===== src/rtl/fifo_sync_if.sv =====
// Push/pop handshake bundle for fifo_sync; the producer/consumer side is master.
interface fifo_sync_if #(
  parameter int unsigned DATA_WIDTH = 32
);
  logic                  wr;
  logic [DATA_WIDTH-1:0] din;
  logic                  full;
  logic                  rd;
  logic                  empty;
  logic [DATA_WIDTH-1:0] dout;

  modport master (output wr, din, rd, input full, empty, dout);
  modport slave  (input wr, din, rd, output full, empty, dout);
endinterface


===== src/rtl/fifo_sync.sv =====
// Single-clock FIFO with a registered (non-lookahead) read port.
// Pointers carry one extra wrap bit so full and empty are told apart
// without an occupancy counter.
module fifo_sync #(
  parameter int unsigned DATA_WIDTH = 32,
  parameter int unsigned DEPTH_LOG2 = 4
) (
  input logic       clk,
  input logic       rst,
  fifo_sync_if.slave bus
);
  localparam int unsigned DEPTH = 1 << DEPTH_LOG2;
  localparam int unsigned PTR_W = DEPTH_LOG2 + 1;

  logic [DATA_WIDTH-1:0] mem [DEPTH];
  logic [PTR_W-1:0]      wptr;
  logic [PTR_W-1:0]      rptr;
  logic [DEPTH_LOG2-1:0] waddr;
  logic [DEPTH_LOG2-1:0] raddr;
  logic [DATA_WIDTH-1:0] dout_q;
  logic                  empty_c;
  logic                  full_c;
  logic                  wr_en_c;
  logic                  rd_en_c;

  assign waddr = wptr[DEPTH_LOG2-1:0];
  assign raddr = rptr[DEPTH_LOG2-1:0];

  // Flags depend only on registered pointers, never on wr/rd.
  assign empty_c = (wptr == rptr);
  assign full_c  = (waddr == raddr) && (wptr[DEPTH_LOG2] != rptr[DEPTH_LOG2]);

  assign wr_en_c = bus.wr && !full_c && !rst;
  assign rd_en_c = bus.rd && !empty_c;

  assign bus.full  = full_c;
  assign bus.empty = empty_c;
  assign bus.dout  = dout_q;

  // Storage array; contents are not cleared by reset.
  always_ff @(posedge clk) begin
    if (wr_en_c) begin
      mem[waddr] <= bus.din;
    end
  end

  // Pointers and registered read data.
  always_ff @(posedge clk) begin
    if (rst) begin
      wptr   <= '0;
      rptr   <= '0;
      dout_q <= '0;
    end else begin
      if (wr_en_c) begin
        wptr <= wptr + PTR_W'(1);
      end
      if (rd_en_c) begin
        rptr   <= rptr + PTR_W'(1);
        dout_q <= mem[raddr];
      end
    end
  end
endmodule


===== src/flat_wrapper.sv =====
// flat-port wrapper written by rule: the top's interface ports become plain ports
module fifo_sync_flat 
#(
  parameter int unsigned DATA_WIDTH = 32,
  parameter int unsigned DEPTH_LOG2 = 4
)
  (clk, rst, bus_wr, bus_din, bus_rd, bus_full, bus_empty, bus_dout);
  fifo_sync_if #(.DATA_WIDTH(DATA_WIDTH)) bus_i ();
  input logic clk;
  input logic rst;
  input wire logic [$bits(bus_i.wr)-1:0] bus_wr;
  input wire logic [$bits(bus_i.din)-1:0] bus_din;
  input wire logic [$bits(bus_i.rd)-1:0] bus_rd;
  output wire logic [$bits(bus_i.full)-1:0] bus_full;
  output wire logic [$bits(bus_i.empty)-1:0] bus_empty;
  output wire logic [$bits(bus_i.dout)-1:0] bus_dout;
  assign bus_i.wr = bus_wr;
  assign bus_i.din = bus_din;
  assign bus_i.rd = bus_rd;
  assign bus_full = bus_i.full;
  assign bus_empty = bus_i.empty;
  assign bus_dout = bus_i.dout;
  fifo_sync #(.DATA_WIDTH(DATA_WIDTH), .DEPTH_LOG2(DEPTH_LOG2)) u_core (.clk(clk), .rst(rst), .bus(bus_i));
endmodule

===== config.mk =====
export PLATFORM = sky130hd
export DESIGN_NAME = fifo_sync_flat
export DESIGN_NICKNAME = d
export VERILOG_FILES = /design/src/rtl/fifo_sync_if.sv /design/src/rtl/fifo_sync.sv /design/src/flat_wrapper.sv
export SDC_FILE = /design/constraint.sdc
export NUM_CORES = 1
export LEC_CHECK = 0
export ABC_AREA = 1
export BUFFER_PORTS_ARGS = -buffer_cell sky130_fd_sc_hd__buf_2
export CAP_MARGIN = 20
export CORE_ASPECT_RATIO = 0.7
export CORE_UTILIZATION = 60
export DETAILED_ROUTE_END_ITERATION = 6
export PLACE_DENSITY = 0.74
export SYNTH_ARGS = -nofsm -noshare
export SYNTH_HDL_FRONTEND = slang
export SYNTH_SLANG_ARGS = --single-unit
export TNS_END_PERCENT = 50

===== constraint.sdc =====
create_clock -name clk -period 6.2 [get_ports clk]
set_clock_uncertainty 0.1 [all_clocks]
set_input_delay 1.86 -clock clk [delete_from_list [all_inputs] [get_ports clk]]
set_output_delay 1.86 -clock clk [all_outputs]
set_load 0.005 [all_outputs]

==> run metrics <==
total gr overflow=0; num rows=59; synthesized area per cell=10.5 um^2; die extent in x=237 um; Fillers=2750; Syn Inst Count=2216; clock sinks=554; PortBufs=69; Mapped Area=23200 um^2; final setup violating endpoints=0; crit-path max FO=112; largest net degree at the start of global routing=113; via count=15500; Synth Net Count=2257; CP Data Arrival Time=2.15 ns; area delta synth->final=10.1%; Synth Warn #=0; drt drc=0; Seq pwr share=50.0%; final wirelength=56000 um; worst skew pair latency=0.58 ns; Max clock buf depth=3; IO Pins=70; vias in the first global route=14400; Max Slew Vio Count=0; min-delay worst type=register to register; post_cts resized=0; Synth Register Bits=554; final critical-path required period=4.11 ns; core area=37600 um^2; total CTS buffers=50; Power Density=325 nW/um^2; sw frac=25.5%; number of DRC markers in iteration 0=1951; Yosys top cell area share=66.2%; design internal power=6.20 mW; Final Hold Fails=0; WP data required=4.24 ns; WHS Path Cells=2; top cells by area, synth=edfxtp_1 66%, nand2_1 9.3%, nor2_1 5.0%, inv_1 4.3%, nand3_1 4.2%; Die Ht=167 um; most frequent cells in the layout=575 x nand2_1, 512 x edfxtp_1, 297 x nor2_1, 268 x inv_1, 197 x nand3_1; sequential area share after synthesis=69.8%; slew of the pin with the lowest slew margin=1.12 ns; Yosys top cell by area=edfxtp_1; outcome=complete, no violations; worst vdd ir=0.260 mV; Pleak=10.4 nW; TritonCTS clock tree=yes; WL per Instance=20.2 um; post-CTS setup buffers=0; Final #Nets=2289; DP HPWL=33000 um; R2R depth=9; Vias/cell=5.57; Hold-fix buffers, CTS=0; Routed Antenna Nets=0; Max Cap Violations=0; Final GP Congestion=0.848; first-pass GRT wire length=84500 um; first-pass detailed-route iteration total=5; starting density of the core=61.7%; root buffer cell=clkbuf_16; Final period util=66.2%; Worst-path clk slew=0.06 ns; Crit Path Category=register to output pin; P_sw=2.12 mW; RSZ-0062 raised after global routing=no; Slew HR=25.1%; synth unique cells=26; Fmax=0.244 GHz; Worst setup EP type=output pin; All-Layer GR Usage=28.6%; Util after Layout=68.0%; H-tree depth=2; commonest non-fill, non-tap cell in the layout=nand2_1; post-route setup TNS=0 ns; fraction of layout cells with a size suffix above 1=8.78%; Clock Power Share=37.6%; Worst Setup Start Kind=register; initial antenna violation count=1; Die ar.=39500 um^2; combinational group share of total power=12.4%
[stage by stage]
step | hold WS [ns] | std cells | worst slack, ns | instance area (um^2) | power, mW
final | 0.415 | 2777 | 2.09 | 25600 | 8.32
after global routing | 0.441 | 2776 | 1.96 | 25600 | 8.60
after CTS | 0.414 | 2772 | 2.03 | 25500 | 8.33
after detailed placement | 0.393 | 2680 | 1.96 | 23900 | 5.26
after global placement | 0.395 | 2678 | 1.98 | 23800 | 5.23
after floorplan | 0.375 | 2216 | 1.31 | 23200 | 4.94
[cells in the mapped netlist, drive strengths merged]
| library cell | number |
|---|---|
| ha | 5 |
| nand4 | 2 |
| inv | 274 |
| a21oi | 37 |
| xor2 | 4 |
| nand2 | 577 |
| nor3 | 4 |
| nand3b | 1 |
| dfxtp | 42 |
| nand3 | 199 |
| buf | 68 |
| xnor2 | 1 |
| clkbuf | 45 |
| o21ai | 132 |
| edfxtp | 512 |
| nor2 | 313 |
[worst paths after layout]
kind / startpoint / end / slack [ns]
max: u_core.rptr[0]$_SDFFE_PP0P_ / bus_full / 2.09
min: u_core.rptr[3]$_SDFFE_PP0P_ / u_core.rptr[3]$_SDFFE_PP0P_ / 0.41
max reg2reg: u_core.rptr[0]$_SDFFE_PP0P_ / u_core.mem[9][19]$_DFFE_PP_ / 2.64
min reg2reg: u_core.rptr[3]$_SDFFE_PP0P_ / u_core.rptr[3]$_SDFFE_PP0P_ / 0.41
[power by group through the flow]
stage	Sequential, mW	Clock [mW]	Combinational (mW)
floorplan	4.25	0	0.697
global placement	4.24	0	0.988
detailed placement	4.25	0	1.01
CTS	4.17	3.15	1.02
global route	4.17	3.29	1.14
finish	4.17	3.13	1.03
[layout make-up]
| class | instances | area [um^2] | share of cell area, % |
|---|---|---|---|
| multi-input combinational | 1275 | 5490 | 21.5 |
| timing repair buffer | 93 | 589 | 2.30 |
| inverter | 274 | 1040 | 4.05 |
| tap | 488 | 611 | 2.39 |
| antenna | 1 | 2.50 | 0.00978 |
| clock buffer | 62 | 1340 | 5.22 |
| clock inverter | 30 | 308 | 1.20 |
| sequential | 554 | 16200 | 63.4 |
[state kept, by name (all words and copies together), names as in the netlist]
register and cells:
u_core.bus.dout 32, u_core.mem 512, u_core.wptr 5, u_core.rptr 5
[worst max-delay path, cell delays in order, from the launching register on]
cell,delay [ns]
dfxtp_4,0.36
inv_6,0.57
nand2_1,0.14
nand2_2,0.13
nor2_4,0.05
nand3_2,0.13
inv_1,0.06
buf_2,0.12
[cell families (layout without fill, tap and decap cells)]
kind of cell | count (synthesis) | in the layout | share of synthesized area (%)
and+or+nand+nor | 1096 | 1096 | 19.0
DFF | 554 | 554 | 69.8
buffers and inverters | 387 | 459 | 7.12
AOI/OAI and AO/OA | 169 | 169 | 3.64
adders and majority gates | 5 | 5 | 0.269
xor gates and xnor gates | 5 | 5 | 0.188
other | 0 | 1 | 0
[per-layer routing]
| metal | part of all wire, % | vias up | GRT usage [%] | wire length (um) |
|---|---|---|---|---|
| met1 | 44 | 7317 | 44.9 | 24600 |
| met3 | 12 | 99 | 7.09 | 6950 |
| li1 | - | 7290 | - | - |
| met2 | 42 | 756 | 40.4 | 23400 |
| met4 | 1.9 | 2 | 6.12 | 1060 |
| met5 | 0.023 | - | 0 | 13 |
Note: power is estimated with default switching activity, not from simulation.
